$ cat src/rtl/serial_adder_pkg.sv
`default_nettype none
// ============================================================================
// Module      : serial_adder_pkg
// Description : Shared definitions for the multi-cycle arithmetic
//               controllers: FSM state encoding and a counter-width helper.
// Revision    : 1.0 - initial release
// ============================================================================
package serial_adder_pkg;

    // FSM state encoding, common to all multi-cycle arithmetic controllers
    localparam logic [1:0] S_IDLE = 2'd0;
    localparam logic [1:0] S_RUN  = 2'd1;
    localparam logic [1:0] S_DONE = 2'd2;

    // Bit-counter width: $clog2(w), but never narrower than one bit so that
    // WIDTH=1 still has a real (single-value) counter.
    function automatic int cnt_width(input int w);
        return (w > 1) ? $clog2(w) : 1;
    endfunction

endpackage
`default_nettype wire

$ cat src/rtl/adder_bit.sv
`default_nettype none
// ============================================================================
// Module      : adder_bit
// Description : Single-bit combinational full adder.
// Ports       : a, b       - addend bits
//               carry_in   - incoming carry
//               sum        - a ^ b ^ carry_in
//               carry_out  - majority(a, b, carry_in)
// Revision    : 1.0 - initial release
// ============================================================================
module adder_bit (
    input  logic a,
    input  logic b,
    input  logic carry_in,
    output logic sum,
    output logic carry_out
);

    logic w_half;

    assign w_half    = a ^ b;
    assign sum       = w_half ^ carry_in;
    assign carry_out = (a & b) | (carry_in & w_half);

endmodule
`default_nettype wire

$ cat src/rtl/serial_adder.sv
`default_nettype none
// ============================================================================
// Module      : serial_adder
// Description : Bit-serial adder. Sequences one adder_bit cell over WIDTH
//               cycles to compute {carry_out, sum} = a + b + carry_in.
// Ports       : clk, rst      - clock, synchronous active-high reset
//               start         - request (accepted in IDLE or DONE only)
//               a, b, carry_in- operands, captured on an accepted start
//               busy          - high while the FSM is in RUN
//               done          - one-cycle pulse, new result valid
//               sum, carry_out- last completed result (held)
// Revision    : 1.0 - initial release
// ============================================================================
module serial_adder
    import serial_adder_pkg::*;
#(
    parameter int WIDTH = 8
) (
    input  logic             clk,
    input  logic             rst,
    input  logic             start,
    input  logic [WIDTH-1:0] a,
    input  logic [WIDTH-1:0] b,
    input  logic             carry_in,
    output logic             busy,
    output logic             done,
    output logic [WIDTH-1:0] sum,
    output logic             carry_out
);

    localparam int                  c_cnt_w    = cnt_width(WIDTH);
    localparam logic [c_cnt_w-1:0]  c_last_cnt = c_cnt_w'(WIDTH - 1);

    logic [1:0]         r_state;
    logic [WIDTH-1:0]   r_sa;
    logic [WIDTH-1:0]   r_sb;
    logic               r_carry;
    logic [c_cnt_w-1:0] r_cnt;
    logic [WIDTH-1:0]   r_sum;
    logic               r_carry_out;

    logic               w_bit_sum;
    logic               w_bit_carry;
    logic               w_accept;
    logic               w_run;
    logic [WIDTH-1:0]   w_acc_next;

    assign w_run    = (r_state == S_RUN);
    assign w_accept = start && ((r_state == S_IDLE) || (r_state == S_DONE));

    adder_bit u_adder_bit (
        .a         (r_sa[0]),
        .b         (r_sb[0]),
        .carry_in  (r_carry),
        .sum       (w_bit_sum),
        .carry_out (w_bit_carry)
    );

    // The working register shifts right with each new sum bit entering at
    // the top. Its bit 0 is shifted out every cycle and never observed, so
    // only acc[WIDTH-1:1] is kept in flops.
    generate
        if (WIDTH == 1) begin : g_acc_one
            assign w_acc_next = w_bit_sum;
        end else begin : g_acc_wide
            logic [WIDTH-2:0] r_acc_hi;

            assign w_acc_next = {w_bit_sum, r_acc_hi};

            always_ff @(posedge clk) begin
                if (rst || w_accept) begin
                    r_acc_hi <= '0;
                end else if (w_run) begin
                    r_acc_hi <= w_acc_next[WIDTH-1:1];
                end
            end
        end
    endgenerate

    always_ff @(posedge clk) begin
        if (rst) begin
            r_state     <= S_IDLE;
            r_sa        <= '0;
            r_sb        <= '0;
            r_carry     <= 1'b0;
            r_cnt       <= '0;
            r_sum       <= '0;
            r_carry_out <= 1'b0;
        end else begin
            case (r_state)
                S_IDLE, S_DONE: begin
                    if (start) begin
                        r_sa    <= a;
                        r_sb    <= b;
                        r_carry <= carry_in;
                        r_cnt   <= '0;
                        r_state <= S_RUN;
                    end else begin
                        r_state <= S_IDLE;
                    end
                end
                S_RUN: begin
                    r_sa    <= r_sa >> 1;
                    r_sb    <= r_sb >> 1;
                    r_carry <= w_bit_carry;
                    r_cnt   <= r_cnt + c_cnt_w'(1);
                    if (r_cnt == c_last_cnt) begin
                        r_sum       <= w_acc_next;
                        r_carry_out <= w_bit_carry;
                        r_state     <= S_DONE;
                    end
                end
                default: r_state <= S_IDLE;
            endcase
        end
    end

    assign busy      = w_run;
    assign done      = (r_state == S_DONE);
    assign sum       = r_sum;
    assign carry_out = r_carry_out;

endmodule
`default_nettype wire
$ cat config.mk
export PLATFORM = sky130hd
export DESIGN_NAME = serial_adder
export DESIGN_NICKNAME = d
export VERILOG_FILES = /design/src/rtl/serial_adder_pkg.sv /design/src/rtl/adder_bit.sv /design/src/rtl/serial_adder.sv
export SDC_FILE = /design/constraint.sdc
export NUM_CORES = 1
export LEC_CHECK = 0
export CORE_MARGIN = 3
export CORE_UTILIZATION = 29
export CTS_BUF_LIST = sky130_fd_sc_hd__clkbuf_8
export CTS_CLUSTER_SIZE = 14
export DETAILED_ROUTE_END_ITERATION = 16
export PLACE_DENSITY = 0.58
export SLEW_MARGIN = 30
export SYNTH_ARGS = -nofsm -noshare
export SYNTH_HDL_FRONTEND = slang
export SYNTH_SLANG_ARGS = --single-unit
$ cat constraint.sdc
create_clock -name clk -period 1.1 [get_ports clk]
set_input_delay 0.22 -clock clk [delete_from_list [all_inputs] [get_ports clk]]
set_output_delay 0.22 -clock clk [all_outputs]
set_load 0.03 [all_outputs]
Word level (Yosys, flattened, before mapping)
Index checks and enable logic that the tools add are counted.
Widths: inputs -> output; s select.

operators by class
  add/sub/neg operators = 1
  eq/ne operators = 5
  mux-type cells = 11
  bitwise operators = 5
  reductions and logical operators = 8

operator list
  cell                 count
  $pmux 8 s2           2
  $mux 8               2
  $pmux 3 s2           1
  $pmux 2 s2           1
  $reduce_and 2->1     2
  $add 3x1->3 const B  1
  $eq 3x3->1 const B   1
  $mux 3               1
  $and 1x1->1          2
  $eq 2x1->1 const B   1
  $eq 2x2->1 const B   1
  $logic_not 2->1      1
  $logic_or 1x1->1     2
  $mux 1               2
  $mux 2               1
  $ne 2x1->1 const B   1
  $ne 2x2->1 const B   1
  $pmux 1 s2           1
  $reduce_bool 2->1    1
  $reduce_or 2->1      1
  $xor 1x1->1          2
  $logic_and 1x1->1    1
  $or 1x1->1           1

storage, ports and cells
  bits in registers = 38
  input bits = 20

Longest topological paths before layout
  depth in word-level cells = 4
  depth in mapped cells = 7
  gate-level depth less buffers = 5

By module
A second synthesis with hierarchy kept.

unflattened totals
  cell total of the unflattened synthesis = 189
  area, all modules = 1579.0 µm²

by module, submodules not included
  module        instances  cells each  area an instance (µm²)  sequential area each (µm²)
  serial_adder  1          188         1559.0                  760.7
  adder_bit     1          1           20.0                    0.0

Least setup slack after synthesis
No wires, ideal clock.

  path type = register -> register
  start point = register r_cnt[0]
  end point = register r_state[0]
  data arrival time = 1.059 ns
  required time = 0.972 ns
  slack = -0.087 ns
  stages on the path, launching flop included = 6
  path buffers = 1
  clock period less this slack = 1.187 ns
  cell sequence = dfxtp_1 > ha_1 > ha_1 > clkbuf_1 > o21a_1 > nor2_1

on the way
  longest elaborated chain between the ends = 2

RTL lines
  what                    RTL line             text
  start, declared         serial_adder.sv:38   logic [c_cnt_w-1:0] r_cnt;
  start signal, assigned  serial_adder.sv:106  r_cnt <= r_cnt + c_cnt_w'(1);
  $eq 3x3->1              serial_adder.sv:107  if (r_cnt == c_last_cnt) begin
  $ne 2x1->1 (no line)    --
  end signal, assigned    serial_adder.sv:99   r_state <= S_IDLE;
  end signal, assigned    serial_adder.sv:110  r_state <= S_DONE;
  end signal, assigned    serial_adder.sv:113  default: r_state <= S_IDLE;
  end, declared           serial_adder.sv:34   logic [1:0] r_state;

Every way passes these cells.
A chain may end at the register's enable or synchronous reset.

Final worst setup path
  start point = register r_state[0]
  end point = output port done

on the way
  longest elaborated chain between the ends = 1

RTL lines
  what                    RTL line             text
  start signal, assigned  serial_adder.sv:82   r_state <= S_IDLE;
  start signal, assigned  serial_adder.sv:97   r_state <= S_RUN;
  start signal, assigned  serial_adder.sv:99
  $eq 2x2->1              serial_adder.sv:119  assign done = (r_state == S_DONE);
  end, declared           serial_adder.sv:26   output logic done,

Every way passes these cells.

==> results.sh <==
export IMPL_synth_top_area_share_pct=48.6
export IMPL_ys_warn_count=0
export IMPL_rr_worst_depth=6
export IMPL_status="finished with violations"
export IMPL_p_clk_share_pct=33.4
export IMPL_drt_iter0_drc=82
export IMPL_rrSetupSlack_ns=-0.10
export IMPL_finalNetCount=253
export IMPL_gp_congestion=0.691
export IMPL_holdPathStages=2
export IMPL_cts_sinks=38
export IMPL_crit_fanout=4
export IMPL_worstMarginPinSlew_ns=0.207
export IMPL_cts_hold_buffers=0
export IMPL_place_area_um2=2010
export IMPL_cp_start_kind="register"
export IMPL_post_route_period_util_pct=112
export IMPL_synth_fp_nets=212
export IMPL_synth_seq_cells=38
export IMPL_dp_final_hpwl_um=2310
export IMPL_p_int_mw=2.18
export IMPL_pwr_share_seq_pct=51.0
export IMPL_grt_pass1_vias=1254
export IMPL_drv_cap=0
export IMPL_rsz0062_at_grt="yes"
export IMPL_setup_viol=29
export IMPL_synth_cells=189
export IMPL_coreArea_um2=5170
export IMPL_cts_root_buf="clkbuf_8"
export IMPL_fillers=527
export IMPL_grt_ovfl_total=0
export IMPL_die_x_um=79.5
export IMPL_synth_compound_area_share_pct=17.0
export IMPL_violations="negative setup slack"
export IMPL_hold_violations=0
export IMPL_max_freq_ghz=0.815
export IMPL_ios=31
export IMPL_antenna_found_initial=0
export IMPL_numCtsBuffers=5
export IMPL_totalWireLength_um=3540
export IMPL_p_switching_mw=0.743
export IMPL_fin_area_um2=2280
export IMPL_synth_cell_types=18
export IMPL_port_buffers=30
export IMPL_finalPower_mw=2.92
export IMPL_yosysSeqAreaShare_pct=48.6
export IMPL_fin_util_pct=44.0
export IMPL_avgViaCountPerCell=4.68
export IMPL_switching_share_pct=25.4
export IMPL_arrival_ns=1.01
export IMPL_mappedNetlistArea_um2=1570
export IMPL_path_clk_slew_ns=0.07
export IMPL_drc_errors=0
export IMPL_synthAdderAreaFrac_pct=2.88
export IMPL_layout_min_cycle_time_ns=1.23
export IMPL_min_delay_worst_endpoint="sum[2]"
export IMPL_drt_wirelength_per_cell_um=11.8
export IMPL_die_area_um2=6320
export IMPL_skew_ns=0.00610
export IMPL_critPathCaptureType="output pin"
export IMPL_drive_gt1_share_pct=31.2
export IMPL_rr_endpoint="carry_out"
export IMPL_synth_top_family_by_area="simple AND/OR/NAND/NOR gates"
export IMPL_relSlewSlack_pct=86.1
export IMPL_peakVddDrop_mv=0.702
export IMPL_synth_simple_area_share_pct=25.1
export IMPL_r2r_start="r_cnt[1]"
export IMPL_start_util_pct=30.3
export IMPL_grt_pass1_wl_um=5790
export IMPL_ant_nets=0
export IMPL_grt_total_usage_pct=11.6
export IMPL_powerDensity_nw_per_um2=1280
export IMPL_worst_ep_required_time_ns=0.88
export IMPL_combPwrFrac_pct=15.6
export IMPL_cellLeakagePower_nw=0.831
export IMPL_first_pass_iters=4
export IMPL_syn_avg_cell_area_um2=8.29
export IMPL_core_rowCount=26
export IMPL_num_vias=1409
export IMPL_ys_top_cells_by_area="dfxtp_1 (49%), nand2_1 (14%), a311oi_1 (8.4%)"
export IMPL_worstHoldStart="sum[2]"
export IMPL_layout_setup_ws_ns=-0.127
export IMPL_insertion_delay_ns=0.29
export IMPL_hold_path_class="register to register"
export IMPL_dieHeight_um=79.5
export IMPL_diodes=0
export IMPL_cts_tree="yes"
export IMPL_synth_area_mux_share_pct=0
export IMPL_worst_setup_path_type="register to output pin"
export IMPL_instances_no_fill=301
export IMPL_synthXorXnorAreaFrac_pct=0
export IMPL_grt_max_degree=32
export IMPL_clockBufferDepth=2
export IMPL_synth_area_leader_cell="dfxtp_1"
export IMPL_dp_cells=288
export IMPL_final_max_slew_viol_count=0
export IMPL_cts_max_level=2
export IMPL_area_delta_synth_final_pct=45.4
[worst max-delay path by stage]
stage | endpoint | slack, ns | start | depth (start not counted)
finish | done | -0.13 | r_state[0] | 3
detailed placement | r_sa[4] | -0.38 | start | 5
floorplan | sum[7] | 0.003 | r_carry | 3
global placement | r_sa[4] | -0.38 | start | 5
CTS | done | -0.14 | r_state[0] | 3
global route | r_carry | -0.18 | start | 5
[worst max-delay path, stage by stage, from the launching register on]
cell and delay (ns):
dfxtp_4 0.37, buf_6 0.12, nor2b_4 0.10, buf_6 0.13
[power groups by stage]
stage	registers (mW)	logic [mW]	clock network, mW
2_1_floorplan	1.51	0.252	0
3_3_place_gp	1.52	0.407	0
3_5_place_dp	1.52	0.407	0
4_1_cts	1.49	0.437	0.994
5_1_grt	1.50	0.506	1.05
6_report	1.49	0.454	0.975
[synth_stat cells]
| cell | count |
|---|---|
| a311oi_1 | 15 |
| a21oi_2 | 6 |
| nand3_1 | 14 |
| o21a_1 | 1 |
| buf_4 | 4 |
| dfxtp_1 | 38 |
| inv_2 | 1 |
| nand2b_1 | 4 |
| clkbuf_1 | 5 |
| nor2b_1 | 2 |
| nand3b_1 | 1 |
| nor2_1 | 17 |
| ha_1 | 2 |
| a21oi_1 | 15 |
| buf_6 | 3 |
| nand2_1 | 57 |
| buf_2 | 3 |
| fa_1 | 1 |
[sequential cells by signal (all words and copies together), names as in the netlist]
| register | count |
|---|---|
| r_sa | 8 |
| r_sb | 8 |
| sum | 8 |
| g_acc_wide.r_acc_hi | 7 |
| r_cnt | 3 |
| r_state | 2 |
| carry_out | 1 |
| r_carry | 1 |
[cells in the final DEF, fill, tap and decap left out, types with 2 or more instances in the layout]
cell             count
buf_4               16
nand2_4              3
nand2b_4             2
buf_12               4
nand3_1             13
nand2_1             51
ha_4                 2
dfxtp_1             32
a311oi_1            14
a21oi_2             13
clkdlybuf4s50_1     19
nor2_1              16
dfxtp_2              5
nand2b_1             2
clkbuf_8             6
a21oi_1              8
buf_6                9
nand2_2              3
[what timing repair did]
item                                    in CTS  in global routing
gates cloned                                 2                  1
endpoints found under the setup margin      36                 40
resized for setup                           23                 21
pin swaps                                    5                  8
endpoints found under the hold margin        0                  0
buffers inserted                             2                  0
[cell type report]
| cell class | count | area (um2) | area share [%] |
|---|---|---|---|
| multi-input combinational | 135 | 825 | 36.2 |
| sequential | 38 | 771 | 33.8 |
| timing repair buffer | 49 | 497 | 21.8 |
| tap | 70 | 87.6 | 3.85 |
| clock buffer | 6 | 82.6 | 3.63 |
| clock inverter | 2 | 8.76 | 0.385 |
| inverter | 1 | 6.26 | 0.275 |
[cell families (layout without fill, tap and decap cells)]
kind of cell    count (synthesis)  count (layout)
compound gates                 37              37
simple gates                   95              95
buf+inv                        16              58
flops                          38              38
fa+ha+maj                       3               3
[metal layers]
metal / wire, um / track usage [%]
met1: 1700 / 15.3
met2: 1630 / 17.4
met3: 155 / 3.72
met4: 59 / 4.64
met5: 0 / 0
[stage by stage]
step	hold WS [ns]	TNS, ns	worst slack, ns
6_report	0.462	-1.57	-0.127
5_1_grt	0.480	-3.90	-0.176
4_1_cts	0.463	-1.38	-0.142
3_5_place_dp	0.453	-8.42	-0.379
3_3_place_gp	0.451	-8.45	-0.376
2_1_floorplan	0.292	0	0.00268
No activity file was read; power rests on OpenSTA's default activity.
